### src/rtl/riscv_mem_pkg.sv
// Shared types and default widths for the RV32 memory-port arbiter.
package riscv_mem_pkg;

  typedef enum logic [1:0] {
    IDLE = 2'd0,
    REQ  = 2'd1,
    WAIT = 2'd2
  } arb_state_t;

  typedef enum logic {
    OWN_IF = 1'b0,
    OWN_D  = 1'b1
  } arb_owner_t;

  localparam int DEF_ADDR_W  = 32;
  localparam int DEF_DATA_W  = 32;
  localparam int DEF_TIMEOUT = 255;

endpackage

### src/rtl/riscv_arb_timer.sv
// Watchdog counter for the WAIT state. Clears on request, counts while
// enabled, and saturates at TIMEOUT so it never wraps.
module riscv_arb_timer #(
  parameter int TIMEOUT = 255
) (
  input  logic clk,
  input  logic rst_n,
  input  logic i_clr,
  input  logic i_en,
  output logic o_expired
);

  localparam int CNT_W = $clog2(TIMEOUT + 1);
  localparam logic [CNT_W-1:0] CNT_MAX = CNT_W'(TIMEOUT);

  logic [CNT_W-1:0] r_count;

  // Saturating up-counter with synchronous clear.
  always_ff @(posedge clk or negedge rst_n) begin
    if (!rst_n) begin
      r_count <= '0;
    end else if (i_clr) begin
      r_count <= '0;
    end else if (i_en && (r_count != CNT_MAX)) begin
      r_count <= r_count + 1'b1;
    end
  end

  assign o_expired = (r_count == CNT_MAX);

endmodule

### src/rtl/riscv_mem_arbiter.sv
// Arbiter sharing one external memory port between instruction fetch (IF)
// and load/store (D). One transaction outstanding at a time.
//
// Handshake: a requester holds req until it sees its gnt; gnt is asserted
// combinationally in the cycle memory raises mem_gnt. The response arrives
// as a 1-cycle rvalid pulse to the owner, one cycle after mem_rvalid.
//
// Optional feature: define MEM_ARB_RR_EN for round-robin arbitration on
// ties (default is fixed D-over-IF priority).
module riscv_mem_arbiter
  import riscv_mem_pkg::*;
#(
  parameter int ADDR_W  = DEF_ADDR_W,
  parameter int DATA_W  = DEF_DATA_W,
  parameter int TIMEOUT = DEF_TIMEOUT
) (
  input  logic                clk,
  input  logic                reset,
  input  logic                if_req,
  input  logic [ADDR_W-1:0]   if_addr,
  output logic                if_gnt,
  output logic                if_rvalid,
  output logic [DATA_W-1:0]   if_rdata,
  input  logic                d_req,
  input  logic                d_we,
  input  logic [ADDR_W-1:0]   d_addr,
  input  logic [DATA_W-1:0]   d_wdata,
  input  logic [DATA_W/8-1:0] d_be,
  output logic                d_gnt,
  output logic                d_rvalid,
  output logic [DATA_W-1:0]   d_rdata,
  output logic                mem_req,
  output logic                mem_we,
  output logic [ADDR_W-1:0]   mem_addr,
  output logic [DATA_W-1:0]   mem_wdata,
  output logic [DATA_W/8-1:0] mem_be,
  input  logic                mem_gnt,
  input  logic                mem_rvalid,
  input  logic [DATA_W-1:0]   mem_rdata,
  output logic                busy,
  output logic                err,
  output logic [1:0]          dbg_state
);

  arb_state_t          r_state;
  arb_state_t          w_next;
  arb_owner_t          r_owner;
  arb_owner_t          w_winner;
  logic                r_we;
  logic [ADDR_W-1:0]   r_addr;
  logic [DATA_W-1:0]   r_wdata;
  logic [DATA_W/8-1:0] r_be;
  logic                r_if_rvalid;
  logic                r_d_rvalid;
  logic [DATA_W-1:0]   r_if_rdata;
  logic [DATA_W-1:0]   r_d_rdata;
  logic                w_any_req;
  logic                w_arb;
  logic                w_expired;
  logic                w_tmr_clr;
  logic                w_tmr_en;

  assign w_any_req = if_req | d_req;
  assign w_arb     = (r_state == IDLE) && w_any_req;

`ifdef MEM_ARB_RR_EN
  arb_owner_t r_last_win;

  // Remember who won the last arbitration; IF at reset so D wins the first tie.
  always_ff @(posedge clk or negedge reset) begin
    if (!reset) begin
      r_last_win <= OWN_IF;
    end else if (w_arb) begin
      r_last_win <= w_winner;
    end
  end

  // Round-robin: on a tie the side that lost last time wins.
  always_comb begin
    w_winner = OWN_IF;
    if (if_req && d_req) begin
      w_winner = (r_last_win == OWN_IF) ? OWN_D : OWN_IF;
    end else if (d_req) begin
      w_winner = OWN_D;
    end
  end
`else
  // Fixed priority: load/store beats fetch.
  always_comb begin
    w_winner = OWN_IF;
    if (d_req) begin
      w_winner = OWN_D;
    end
  end
`endif

  // State register.
  always_ff @(posedge clk or negedge reset) begin
    if (!reset) begin
      r_state <= IDLE;
    end else begin
      r_state <= w_next;
    end
  end

  // Next-state logic; rvalid outside WAIT is stale and ignored.
  always_comb begin
    w_next = r_state;
    case (r_state)
      IDLE:    if (w_any_req) w_next = REQ;
      REQ:     if (mem_gnt) w_next = WAIT;
      WAIT:    if (mem_rvalid || w_expired) w_next = IDLE;
      default: w_next = IDLE;
    endcase
  end

  // Latch the winning transaction so a dropped req cannot disturb it.
  always_ff @(posedge clk or negedge reset) begin
    if (!reset) begin
      r_owner <= OWN_IF;
      r_we    <= 1'b0;
      r_addr  <= '0;
      r_wdata <= '0;
      r_be    <= '0;
    end else if (w_arb) begin
      r_owner <= w_winner;
      if (w_winner == OWN_D) begin
        r_we    <= d_we;
        r_addr  <= d_addr;
        r_wdata <= d_wdata;
        r_be    <= d_be;
      end else begin
        r_we    <= 1'b0;
        r_addr  <= if_addr;
        r_wdata <= '0;
        r_be    <= '1;
      end
    end
  end

  // Register the response and route it to the owner; store acks carry zero data.
  always_ff @(posedge clk or negedge reset) begin
    if (!reset) begin
      r_if_rvalid <= 1'b0;
      r_d_rvalid  <= 1'b0;
      r_if_rdata  <= '0;
      r_d_rdata   <= '0;
    end else begin
      r_if_rvalid <= 1'b0;
      r_d_rvalid  <= 1'b0;
      if ((r_state == WAIT) && mem_rvalid) begin
        if (r_owner == OWN_IF) begin
          r_if_rvalid <= 1'b1;
          r_if_rdata  <= mem_rdata;
        end else begin
          r_d_rvalid <= 1'b1;
          r_d_rdata  <= r_we ? '0 : mem_rdata;
        end
      end
    end
  end

  assign w_tmr_clr = (r_state == REQ) && mem_gnt;
  assign w_tmr_en  = (r_state == WAIT);

  riscv_arb_timer #(
    .TIMEOUT (TIMEOUT)
  ) u_timer (
    .clk       (clk),
    .rst_n     (reset),
    .i_clr     (w_tmr_clr),
    .i_en      (w_tmr_en),
    .o_expired (w_expired)
  );

  // Output decode from state and latched transaction.
  always_comb begin
    mem_req   = (r_state == REQ);
    mem_we    = mem_req ? r_we    : 1'b0;
    mem_addr  = mem_req ? r_addr  : '0;
    mem_wdata = mem_req ? r_wdata : '0;
    mem_be    = mem_req ? r_be    : '0;
    if_gnt    = mem_req && mem_gnt && (r_owner == OWN_IF);
    d_gnt     = mem_req && mem_gnt && (r_owner == OWN_D);
    busy      = (r_state != IDLE);
    err       = (r_state == WAIT) && w_expired && !mem_rvalid;
    dbg_state = r_state;
  end

  assign if_rvalid = r_if_rvalid;
  assign if_rdata  = r_if_rdata;
  assign d_rvalid  = r_d_rvalid;
  assign d_rdata   = r_d_rdata;

endmodule

### config.mk
export PLATFORM = sky130hd
export DESIGN_NAME = riscv_mem_arbiter
export DESIGN_NICKNAME = d
export VERILOG_FILES = /design/src/rtl/riscv_mem_pkg.sv /design/src/rtl/riscv_arb_timer.sv /design/src/rtl/riscv_mem_arbiter.sv
export SDC_FILE = /design/constraint.sdc
export NUM_CORES = 1
export LEC_CHECK = 0
export CAP_MARGIN = 10
export CORE_UTILIZATION = 35
export CTS_CLUSTER_DIAMETER = 80
export DETAILED_ROUTE_END_ITERATION = 8
export PLACE_DENSITY = 0.7
export RECOVER_POWER = 100
export SETUP_SLACK_MARGIN = 0.4
export SKIP_LAST_GASP = 1
export SLEW_MARGIN = 20
export SYNTH_ARGS = -nofsm -noshare
export SYNTH_HDL_FRONTEND = slang
export SYNTH_SLANG_ARGS = --single-unit
### constraint.sdc
create_clock -name clk -period 5.02 [get_ports clk]
set_clock_uncertainty 0.1 [all_clocks]
set_input_delay 1.004 -clock clk [delete_from_list [all_inputs] [get_ports clk]]
set_output_delay 1.004 -clock clk [all_outputs]
set_load 0.02 [all_outputs]
==> key figures, run 1 <==
Outcome
  • Outcome: finished, violations left
  • Failing checks: DRC, capacitance limit, slew limit

Run
  • Max_cap viols: 5

GRT
  • Initial antenna violation count: 0
  • First-pass GRT wire length: around 30,000 um
  • Met3 usage: 7.10%
  • Gr busiest metal: met2
  • Overall routing resource usage: between 10% and 20%
  • M1 GR Usage: 23.2%
  • Number of global-route vias before repair: around 5,400
  • Largest net degree at the start of global routing: 76
  • Met2 GRT Util: around 33%
  • GR Overflow Total: 0

Final layout
  • Seq. cell area: around 3700 um2
  • Multi-input gate area: ~2700 um2
  • Area delta synth->final: 54.3%
  • Fin cells: approximately 1,000
  • Nets: approximately 950
  • Most common library cell in the layout ignoring fill and taps: dfrtp_1
  • Fillers: between 1,500 and 2,000
  • Layout cells sized above 1: between 15 and 20%
  • ANT cells: 0
  • Post-route cell area: ~10,000 um2
  • Most frequent cells in the layout: 146 x dfrtp_1, 142 x dlygate4sd3_1, 137 x clkdlybuf4s50_1

Logic synthesis
  • Synth area leader: dfrtp_1
  • Proportion of netlist area held by the largest area contributor: between 50% and 60%
  • Main area contributors after synthesis: dfrtp_1 56%, mux2_2 17%, and2_1 6.9%
  • Synth async-reset ratio: between 90% and 100%
  • Post-synth EDFFs: 0
  • Synthesized area: roughly 6500 um2
  • Post-Synthesis Cells: roughly 540
  • Main flop type after synthesis: dfrtp_1
  • #FFs+latches synth: 146
  • Synth cell types: 33
  • Synth Net Count: ~680
  • Syn Area/Cell: 12.2 um2
  • Synth warnings: 0
  • Sequential fraction of the synthesis area: between 50% and 60%

CTS
  • Num CTS Buffers: 17
  • TritonCTS clock tree: yes
  • Buffer depth of the longest clock path: 2
  • Setup repair bufs after CTS: 0
  • Resized cells post-CTS: 0
  • CTS Hold Bufs: 0
  • Root buffer cell: clkbuf_16
  • Latest clock arrival within the worst-skew pair: roughly 0.42 ns
  • H-tree depth: 4
  • CTS Sinks: 146
  • Clock Pin Slew Worst Setup and Hold Paths: 0.06 ns

STA
  • Final Critical Period: between 4 and 5 ns
  • RSZ-0062 raised after global routing: no
  • Max-slew violation count: roughly 210
  • Final cycle utilization of the critical path: between 80 and 90%
  • TNS Setup: 0 ns
  • Slew headroom: -57.0%
  • Final worst slack: roughly 0.74 ns
  • Setup-failing EPs final: 0
  • Least-Margin Pin Slew: about 2.4 ns
  • Fmax: roughly 230 MHz
  • Final Hold Violating Endpoints: 0

Die
  • Die height: roughly 140 um
  • Row count: roughly 50
  • DIE AREA: between 15,000 and 20,000 um2
  • Core area: around 18,000 um2
  • Die W: around 140 um
  • I/O Pins: between 200 and 300
  • Initial core utilization: roughly 36%

Worst setup path
  • Worst Path Max Fanout: 36
  • Setup crit end kind: register
  • Setup CP Type: primary input to register
  • CP Launch Type: primary input
  • Critical Path RT: 5.22 ns
  • Crit path DAT: about 4.5 ns

Routing
  • First-pass detailed-route iteration total: 6
  • Via count: ~5,000
  • Post-DRT Antenna Nets: 0
  • Post-route DRC: 40
  • Vias/cell: 4.87
  • Wirelength, routed: between 15,000 and 20,000 um
  • Wire per inst: approximately 17 um
  • 1st-iter DRT viols: 187

Power and ir drop
  • Total power: roughly 6.0 mW
  • Worst VDD drop: about 0.00027 V
  • Leakage: between 4 and 5 nW
  • Comb power frac: a little under half
  • Sw Share: a little under two fifths
  • Internal: 3.77 mW
  • Sequential Power Share: 33.1%
  • Clock power frac: around 21%
  • P_sw: between 2 and 2.5 mW
  • P per Cell Area: between 500 and 600 nW/um2

Hold path
  • Hold Crit Class: register to register

Placement
  • DP Worst Slack: around 1.4 ns
  • Placed cells: 1,017
  • PortBufs: 280
  • Placed inst area: about 9500 um2
  • Post-DP HPWL: 13,300 um
  • Routability cong.: ~0.83
[layout make-up]
cell class / count / area share (%)
Sequential cell: 146 / 36.3
Timing Repair Buffer: 289 / 28.4
Multi-Input combinational cell: 348 / 26.4
Clock buffer: 20 / 4.64
Tap cell: 229 / 2.85
Clock inverter: 12 / 1.18
Inverter: 5 / 0.187
[worst max-delay path, stage by stage]
cell and delay [ns]:
dlygate4sd3_1 0.52, clkbuf_1 1.37, o21a_1 0.51, clkbuf_2 0.64
mux2_2 0.41
[layer usage]
layer  vias up  part of all wire, %
li1       2390                    -
met1      2497                   41
met2       207                   49
met3        19                  8.8
met4         0                  1.6
met5         -                    0
[state kept, by name, indices dropped and copies added (netlist names)]
name / cells
d_rdata: 32
if_rdata: 32
r_addr: 32
r_wdata: 32
u_timer.r_count: 8
r_be: 4
dbg_state: 2
d_rvalid: 1
if_rvalid: 1
r_owner: 1
r_we: 1
[path summary, 6_finish.rpt]
path                                end  depth (start not counted)          from  slack, ns
max                          r_addr[28]                          5         d_req       0.74
min                          d_rdata[3]                          2    d_rdata[3]       0.37
max reg2reg                 d_rdata[10]                          3  dbg_state[1]       1.99
min reg2reg                  d_rdata[3]                          2    d_rdata[3]       0.37
max in group asynchronous    r_addr[28]                          2         reset       1.95
min in group asynchronous  if_rdata[27]                          1         reset       0.51
[per-stage QoR]
stage	util [%]	hold WS (ns)
floorplan	-	0.352
global placement	52.6	0.362
CTS	55.8	0.386
detailed placement	52.6	0.371
global route	55.6	0.407
finish	55.6	0.372
[power by group through the flow]
stage | Combinational (mW) | Clock, mW | Sequential [mW]
after floorplan | 1.34 | 0 | 2.24
after global placement | 2.92 | 0 | 1.99
after detailed placement | 2.99 | 0 | 2.02
after CTS | 3.00 | 1.27 | 2.00
after global routing | 2.98 | 1.33 | 2.05
final | 2.77 | 1.24 | 1.98
[cell families (layout without fill, tap and decap cells)]
group | after synthesis | in the layout | share of synthesized area [%]
buffers and inverters | 42 | 326 | 3.03
DFF | 146 | 146 | 56.1
adders and majority gates | 1 | 1 | 0.192
and+or+nand+nor | 164 | 164 | 14.4
AOI/OAI and AO/OA | 82 | 82 | 8.91
muxes | 101 | 101 | 17.4
[synthesized netlist by cell type (3+ instances only)]
cell type / count
dfrtp_1: 146
mux2_2: 96
and2_1: 72
nand2_1: 40
nand2b_1: 35
o21ai_0: 34
a22o_1: 33
clkbuf_1: 24
buf_2: 8
inv_1: 5
mux2i_1: 5
o22a_1: 4
a21oi_1: 3
buf_6: 3
nor3_1: 3
o2111a_1: 3
(Power assumes the default switching activity.)
==> run 2, diff against run 1 <==
Settings changed: ABC_AREA from default to 0.
Clock period 5.02 ns to 4.8 ns, I/O delays scaled along.
==> run 2 against run 1 <==
  * The flow still finishes with violations (DRC, capacitance limit, slew limit)
  * Critical path depth fell by 1
  * Power increased by 7.9%
  * Non-clock buffer count is the same
  * Via count is essentially flat
  * Combinational power grew 5%
  * Global-route usage up 0.46 points
  * Clock-buffer cell count is 1 lower
  * Hold slack is essentially flat
  * Cell count stayed put
  * Highest routed layer unchanged
  * Register-to-register slack got worse by 0.47 ns
==> key figures, run 2 (synthesized netlist as in run 1, its figures left out) <==
STA
  • Final cycle utilization of the critical path: a little over four fifths
  • Least-Margin Pin Slew: roughly 2.5 ns
  • Final Hold Violating Endpoints: 0
  • RSZ-0062 raised after global routing: no
  • Slew headroom: -67.5%
  • Setup-failing EPs final: 0
  • TNS Setup: 0 ns
  • Max-slew violation count: between 300 and 400
  • Fmax: roughly 250 MHz
  • Final Critical Period: slightly above 4 ns

Worst setup path
  • Crit path DAT: roughly 3 ns
  • Critical Path RT: 3.74 ns
  • CP Launch Type: register
  • Worst Path Max Fanout: a little over 40
  • Setup crit end kind: primary output
  • Setup CP Type: register to primary output

GRT
  • M1 GR Usage: 24.5%
  • Number of global-route vias before repair: around 5,600
  • Gr busiest metal: met2
  • Met2 GRT Util: between 30 and 40%
  • Initial antenna violation count: 0
  • First-pass GRT wire length: between 30,000 and 40,000 um
  • Largest net degree at the start of global routing: 71
  • Met3 usage: around 6.3%
  • GR Overflow Total: 0
  • Overall routing resource usage: roughly a fifth

CTS
  • CTS Sinks: 146
  • Resized cells post-CTS: 0
  • CTS Hold Bufs: 0
  • Latest clock arrival within the worst-skew pair: 0.41 ns
  • TritonCTS clock tree: yes
  • Setup repair bufs after CTS: 0
  • Root buffer cell: clkbuf_16
  • Clock Pin Slew Worst Setup and Hold Paths: roughly 0.06 ns
  • Buffer depth of the longest clock path: 2
  • Num CTS Buffers: 17
  • H-tree depth: 4

Routing
  • Vias/cell: 4.88
  • Post-DRT Antenna Nets: 0
  • Via count: slightly above 5,000
  • Wire per inst: 17.5 um
  • 1st-iter DRT viols: 266
  • Wirelength, routed: around 18,000 um
  • First-pass detailed-route iteration total: 9
  • Post-route DRC: 40

Die
  • Row count: ~50
  • Initial core utilization: approximately 36%
  • I/O Pins: 281
  • Die height: 138 um
  • DIE AREA: between 15,000 and 20,000 um2
  • Die W: ~140 um
  • Core area: between 15,000 and 20,000 um2

Final layout
  • Nets: about 950
  • Multi-input gate area: 2660 um2
  • Fillers: around 1,500
  • Finished Core Util: a little under three fifths
  • ANT cells: 0
  • Layout cells sized above 1: between 15 and 20%
  • Most frequent cells in the layout: 146 x dfrtp_1, 143 x clkdlybuf4s50_1, 136 x dlygate4sd3_1
  • Seq. cell area: approximately 3700 um2
  • Area delta synth->final: 55.4%
  • Most common library cell in the layout ignoring fill and taps: dfrtp_1

Power and ir drop
  • Leakage: 4.59 nW
  • P per Cell Area: between 600 and 700 nW/um2
  • Worst VDD drop: about 0.00027 V

Hold path
  • Hold Crit Class: register to register

Placement
  • Routability cong.: roughly 0.82
  • PortBufs: 280
  • Post-DP HPWL: 13,200 um

Run
  • Max_cap viols: 8

Outcome
  • Outcome: finished, violations left
  • Failing checks: DRC, capacitance limit, slew limit
[run 2: final cells by class]
cell class              instances  area share [%]
flip-flops and latches        146            36.1
well taps                     229            2.83
inverters                       5           0.185
multi-input cells             348            26.3
clock inverters                13            2.19
repair buffers                289            28.1
clock buffers                  19            4.37
[run 2: power by group]
part           switching, mW  internal (mW)
clock                  0.542          0.949
sequential             0.288           1.77
combinational           1.51           1.41
total                   2.34           4.13
[run 2: worst max-delay path, cell delays in order, from the launching register on]
cell           delay (ns)
dfrtp_1              0.47
nor2b_4              0.53
clkbuf_2             0.64
and2_1               0.23
dlygate4sd3_1        0.70
[run 2: path summary, 6_finish.rpt]
check	slack [ns]	from	endpoint	cells after the start
min reg2reg	0.37	d_rdata[9]	d_rdata[9]	2
max	0.74	dbg_state[1]	mem_be[3]	4
min	0.37	d_rdata[9]	d_rdata[9]	2
max in group asynchronous	1.32	reset	if_rdata[4]	2
max reg2reg	1.52	dbg_state[1]	r_addr[28]	4
min in group asynchronous	0.46	reset	d_rdata[5]	1
[run 2: layer usage]
layer,part of all wire [%],up-vias,wire length (um)
met4,1.7,0,308
met5,0,-,0
li1,-,2392,-
met1,41,2485,7580
met2,48,217,8860
met3,8.6,21,1580
[run 2: per-stage QoR]
step | instances | worst slack [ns] | total power [mW] | hold slack (ns) | cell area (um2)
after global placement | 1016 | 1.26 | 5.14 | 0.361 | 9500
final | 1049 | 0.744 | 6.48 | 0.372 | 10100
after detailed placement | 1017 | 1.26 | 5.25 | 0.371 | 9520
after CTS | 1049 | 1.16 | 6.77 | 0.385 | 10200
after global routing | 1049 | 0.505 | 6.87 | 0.402 | 10100
after floorplan | 536 | 2.06 | 3.75 | 0.352 | 6520
